### src/rtl/uart_pkg.sv
// UART shared constants: default data/divisor widths and the frame-length derivation.
// Latency: n/a (compile-time only).
// Backpressure: n/a.
package uart_pkg;

  localparam int DEF_DATA_W = 8;
  localparam int DEF_DIV_W  = 16;

  // start bit + data bits + stop bit
  function automatic int frame_bits(input int data_w);
    return data_w + 2;
  endfunction

endpackage

### src/rtl/uart_baud_gen.sv
// Bit-time counter: tick pulses on the last clock of each bit-time (divisor 0 acts as 1).
// Latency: tick is combinational from the count register; count wraps on the edge after tick.
// Backpressure: none; counting is gated by en and forced to zero by clr.
module uart_baud_gen
  import uart_pkg::*;
#(
  parameter int DIV_W = DEF_DIV_W
) (
  input  logic             clk,
  input  logic             reset,
  input  logic             en,
  input  logic             clr,
  input  logic [DIV_W-1:0] div,
  output logic             tick
);

  localparam logic [DIV_W-1:0] ONE = DIV_W'(1);

  logic [DIV_W-1:0] cnt;
  logic [DIV_W-1:0] last_cnt;
  logic             at_end;

  // >= rather than == so a divisor lowered below the running count still wraps next edge
  always_comb begin
    last_cnt = (div == '0) ? '0 : div - ONE;
    at_end   = (cnt >= last_cnt);
    tick     = en && !reset && at_end;
  end

  always_ff @(posedge clk or posedge reset) begin
    if (reset) begin
      cnt <= '0;
    end else if (clr || !en || at_end) begin
      cnt <= '0;
    end else begin
      cnt <= cnt + ONE;
    end
  end

endmodule

### src/rtl/uart_tx_datapath.sv
// UART TX datapath: frame shift register, saturating bit counter, registered line driver.
// Latency: one cycle from tx_sel/shreg to tx; shift_done decoded directly from bit_cnt.
// Backpressure: none; sequencing is owned by the external controller strobes.
module uart_tx_datapath
  import uart_pkg::*;
#(
  parameter int DATA_W = DEF_DATA_W,
  parameter int DIV_W  = DEF_DIV_W
) (
  input  logic              clk,
  input  logic              reset,
  input  logic [DATA_W-1:0] tx_data,
  input  logic [DIV_W-1:0]  baud_div,
  input  logic              load,
  input  logic              tx_sel,
  input  logic              tx_shift_en,
  input  logic              cnt_en,
  output logic              baud_comp,
  output logic              shift_done,
  output logic              tx
);

  localparam int FRAME_BITS = frame_bits(DATA_W);
  localparam int CNT_W      = $clog2(FRAME_BITS + 1);
  localparam logic [CNT_W-1:0] CNT_MAX = CNT_W'(FRAME_BITS);
  localparam logic [CNT_W-1:0] CNT_ONE = CNT_W'(1);

  logic [FRAME_BITS-1:0] shreg;
  logic [CNT_W-1:0]      bit_cnt;

  uart_baud_gen #(
    .DIV_W (DIV_W)
  ) u_baud_gen (
    .clk   (clk),
    .reset (reset),
    .en    (tx_sel),
    .clr   (load),
    .div   (baud_div),
    .tick  (baud_comp)
  );

  assign shift_done = (bit_cnt == CNT_MAX);

  // load has priority over both shift and count so a mid-frame load restarts cleanly
  always_ff @(posedge clk or posedge reset) begin
    if (reset) begin
      shreg   <= '1;
      bit_cnt <= '0;
      tx      <= 1'b1;
    end else begin
      if (load) begin
        shreg <= {1'b1, tx_data, 1'b0};
      end else if (tx_shift_en) begin
        shreg <= {1'b1, shreg[FRAME_BITS-1:1]};
      end

      if (load) begin
        bit_cnt <= '0;
      end else if (cnt_en && !shift_done) begin
        bit_cnt <= bit_cnt + CNT_ONE;
      end

      tx <= tx_sel ? shreg[0] : 1'b1;
    end
  end

endmodule

### config.mk
export PLATFORM = sky130hd
export DESIGN_NAME = uart_tx_datapath
export DESIGN_NICKNAME = d
export VERILOG_FILES = /design/src/rtl/uart_pkg.sv /design/src/rtl/uart_baud_gen.sv /design/src/rtl/uart_tx_datapath.sv
export SDC_FILE = /design/constraint.sdc
export NUM_CORES = 1
export LEC_CHECK = 0
export CAP_MARGIN = 5
export CORE_UTILIZATION = 50
export CTS_CLUSTER_SIZE = 30
export DETAILED_ROUTE_END_ITERATION = 10
export HOLD_SLACK_MARGIN = 0.02
export PLACE_DENSITY = 0.78
export SYNTH_ARGS = -nofsm -noshare
export SYNTH_HDL_FRONTEND = slang
export SYNTH_HIERARCHICAL = 1
export SYNTH_SLANG_ARGS = --single-unit
### constraint.sdc
create_clock -name clk -period 3.8 [get_ports clk]
set_input_delay 0.76 -clock clk [delete_from_list [all_inputs] [get_ports clk]]
set_output_delay 0.76 -clock clk [all_outputs]
set_load 0.01 [all_outputs]
-- Yosys cells after proc, flatten, opt, wreduce, memory -nomap -nowiden
Cells that the tools add are included.
W data, S select, Z words.
- add/sub/neg operators: 3
- magnitude comparators: 1
- equality and inequality tests: 1
- multiplexer cells: 7
- reductions and logical operators: 11
- operators with widths (operator ; count):
    $mux W16 ; 2
    $mux W10 ; 2
    $add A16 B1 Y16 const B ; 1
    $ge A16 B16 Y1 ; 1
    $logic_not A16 Y1 ; 1
    $sub A16 B1 Y16 const B ; 1
    $mux W4 ; 2
    $add A4 B1 Y4 const B ; 1
    $eq A4 B4 Y1 const B ; 1
    $reduce_bool A2 Y1 ; 2
    $logic_and A1 B1 Y1 ; 3
    $logic_not A1 Y1 ; 3
    $logic_or A1 B1 Y1 ; 2
    $mux W1 ; 1
- flip-flop bits (word level): 31
- input port bits: 30
- logic and storage cells: 27

-- Logic depth before layout (Yosys ltp)
- depth in word-level cells: 5
- depth in mapped cells: 13
- gate-level depth less buffers: 10

-- Cells and area by module
The synthesis kept the hierarchy.
- modules (own cells, without submodules) (module ; times used ; cells each ; area each (um^2) ; seq. area each (um^2)):
    uart_baud_gen ; 1 ; 181 ; 1620.3 ; 400.4
    uart_tx_datapath ; 1 ; 62 ; 671.9 ; 362.8

-- Worst setup path after synthesis
OpenSTA, ideal clock, no wires.
- path type: input port to output port
- start point: input baud_div[9]
- end point: output baud_comp
- data arrival time: 3266 ps
- path slack: -226 ps
- cell stages on the path: 9
- cell sequence: nor4_2 > nand3_1 > or3_1 > and2_1 > ha_1 > nand2b_1 > a2111oi_2 > o41ai_4 > o311a_1
- word-level cells in the longest chain between the ends: 4
- elaborated cells between the ends (all ways): 5
- classes of those cells: add/sub (1); order compare (1); mux (1); reduce/logical (2)
- ends and longest elaborated chain (element ; RTL line ; RTL):
    start, declared ; uart_tx_datapath.sv:13 ; input logic [DIV_W-1:0] baud_div,
    $sub A16 B1 Y16 / $logic_not A16 Y1 (equally long branches) ; uart_baud_gen.sv:25 ; last_cnt = (div == '0) ? '0 : div - ONE;
    $mux W16 * ; uart_baud_gen.sv:25 ;
    $ge A16 B16 Y1 * ; uart_baud_gen.sv:26 ; at_end = (cnt >= last_cnt);
    $logic_and A1 B1 Y1 * ; uart_baud_gen.sv:27 ; tick = en && !reset && at_end;
    end, declared ; uart_tx_datapath.sv:18 ; output logic baud_comp,
Every way passes the cells marked *; elsewhere a longest branch is shown, timed or not.

-- Worst setup path in the final report
- start point: input baud_div[4]
- end point: output baud_comp
The elaborated chain is that of the path after synthesis.

==> impl_metrics.toml <==
[global_route]
gr-total-overflow = 0
antenna_found_initial = 0
grt_max_degree = 23
grt_pass1_vias = 2051
grt_usage_pct = 23.42
grt_pass1_wl_mm = 9.108

[layout]
n_antenna_cell = 0
multi_input_area_sq_mm = 0.001644
fin_area_sq_mm = 0.003233
area_growth_pct = 41.05
drive_above_1_share_pct = 34.39
fillerInstances = 284
mostFrequentLayoutCell = "buf_4"
nNetsFinal = 364
register_area_sq_um = 763.2
final_cell_mix = "buf_4, nand2_1, dfrtp_1, clkdlybuf4s50_1, ha_1"

[floorplanning]
rows = 24
die_area_sq_mm = 0.004859
coreArea_sq_mm = 0.004384
die_w_um = 69.71
start_util_pct = 52.28
die_h_um = 69.71
io_pins = 33

[sta]
rsz0062_at_grt = "yes"
period_share_pct = 107.1
clock_skew_ps = 9.146
fin_ws_ps = -268.2
fmax_mhz = 245.8
tns_ps = -268.2
period_needed_ps = 4068
hold_viol = 0
drv_slew = 0
relSlewSlack_pct = 57.42
tightest_slew_ps = 636.6
setup_viol = 1

[logic_synthesis]
seq_area_frac_synth_pct = 33.30
syn_avg_cell_area_sq_um = 9.433
synth_edf_count = 0
synth_top_flop_cell = "dfrtp_1"
yosysTopAreaCell = "dfrtp_1"
synth_seq_cells = 30
synthCells = 243
yosys.area.top_type_share_pct = 21.83
synth_cell_types = 49
syn_nets = 294
netlist_area_sq_mm = 0.002292
synth_area_leaders = "dfrtp_1, dfstp_2, ha_1"
synthArstFlopShare_pct = 100.0
synth_warnings = 6

[routing]
drtAntennaViolNets = 0
via_count = 2140
drc = 0
drt_iter0_drc = 183
vias_per_cell = 5.847
post_drt_wl_per_cell_um = 16.48
wl_mm = 6.032
drt_pre_antenna_iters = 4

[run_status]
failed_checks = "setup timing"
status = "finished with violations"

[place]
port_buffers = 32
dpl.hpwl_mm = 3.888
routabilityCongestion = 0.8319
post_dp_cell_area_sq_mm = 0.002887
place_worst_setup_slack_ps = -1006

[power]
sw_frac_of_total_pct = 26.78
p_per_area_mw_per_mm2 = 243.1
intPower_mw = 0.5755
p_leak_nw = 1.504
power_frac_seq_pct = 44.4
peakVddDrop_v = 0.0002447
p_comb_share_pct = 21.3
power_switching_mw = 0.2105
power_frac_clock_pct = 34.3

[critical_path]
ff2ff_path_depth = 7
required_ps = 3040
worstPathArrival_ps = 3310
rrSetupSlack_ps = 1480
worst-setup-path-type = "in2out"
reg2reg_to = "u_baud_gen/cnt[1]$_DFF_PP0_"
cp-start-kind = "primary input"
crit_fanout = 4
worstSetupEndpointType = "primary output"
worstReg2RegStart = "u_baud_gen/cnt[14]$_DFF_PP0_"

[clocking]
htree_levels = 2
cts.path.max_buffers = 2
cts.sinks = 30
clkTransAtPathRegs_ps = 60
cts_tree = "built"
root_buffer = "clkbuf_8"
ctsHoldBuffers = 0
numCtsBuffers = 5
clkLatencyLatePin_ps = 290

[run]
maxCapViolCount = 0

[worst_hold_path]
min_from = "shreg[0]$_DFFE_PP1P_"
hold_end = "tx$_DFF_PP1_"
hold_depth = 1
worst_hold_path_type = "reg2reg"
routing by layer:
layer | track usage (%) | wire length [um]
met1 | 29.06 | 2559
met2 | 40.67 | 3102
met3 | 4.651 | 291
met4 | 7.778 | 79
met5 | 0 | 0
power by group through the flow:
| stage | Sequential (mW) | Clock [mW] | Combinational [mW] |
|---|---|---|---|
| floorplan | 0.352 | 0 | 0.0724 |
| global placement | 0.353 | 0 | 0.142 |
| detailed placement | 0.354 | 0 | 0.145 |
| CTS | 0.349 | 0.275 | 0.151 |
| global route | 0.350 | 0.287 | 0.183 |
| finish | 0.349 | 0.270 | 0.167 |
through the flow:
stage          hold slack, ps  instances  total power, mW  util [%]
2_1_floorplan           474.2        243           0.4241         -
3_3_place_gp            496.1        348           0.4951     65.84
3_5_place_dp            499.9        348           0.4990     65.84
4_1_cts                 500.9        362           0.7738     70.60
5_1_grt                 519.0        366           0.8195     73.74
6_report                502.8        366           0.7860     73.74
cells by family (layout without fill, tap and decap cells):
logic type	after synthesis	after routing	synth area share, %
simple gates	105	105	26.53
compound gates	39	39	12.66
flops	30	30	33.30
fa+ha+maj	21	21	11.46
xor+xnor	20	20	7.642
buf+inv	18	89	4.039
mux	10	10	4.367
timing repair:
action                     4_1_cts  5_1_grt
resized for setup               66       22
setup endpoints to repair       14        1
pin swaps                       23       22
buffers inserted                 7        4
Yosys cell counts, types with 2 or more instances:
cell type,n
and3_1,4
dfstp_2,10
buf_2,5
clkbuf_1,3
or3_1,4
o21a_1,2
o21ai_0,12
ha_1,21
o21ai_1,2
a2111oi_2,2
nand2b_1,3
a2111oi_1,2
nor2_1,11
xor2_1,11
a21o_1,3
xnor2_1,9
dfrtp_1,20
nor4_1,12
and4_1,3
a21oi_1,6
or3b_1,2
o31ai_1,2
nand4_1,8
nand2_1,34
inv_1,8
nand3_1,9
mux2i_1,10
nand4b_1,2
and2_1,3
registers in the layout, summed over array words and instances, names as in the netlist:
register        count
bit_cnt             4
shreg               9
tx                  1
u_baud_gen/cnt     16
worst max-delay path by stage:
stage | start | endpoint | slack, ps | cells after the start
floorplan | baud_div[2] | baud_comp | -10 | 10
global placement | baud_div[9] | baud_comp | -980 | 11
detailed placement | baud_div[9] | baud_comp | -1010 | 11
CTS | baud_div[6] | baud_comp | -160 | 11
global route | baud_div[0] | baud_comp | -350 | 13
finish | baud_div[4] | baud_comp | -270 | 13
cell type report:
class	count	area share, %
Tap cell	52	2.012
Timing Repair Buffer	73	19.66
Clock inverter	2	0.3870
Multi-Input combinational cell	195	50.85
Sequential cell	30	23.61
Inverter	8	0.9288
Clock buffer	6	2.554
critical path: stages:
cell	delay, ps
buf_8	100
nor4_4	380
buf_4	210
buf_6	100
nand4_1	120
xnor2_1	240
nand2_1	90
ha_1	280
and4_4	220
nand3_4	90
o41ai_4	360
o311a_1	210
buf_2	130
Note: power is estimated with default switching activity, not from simulation.
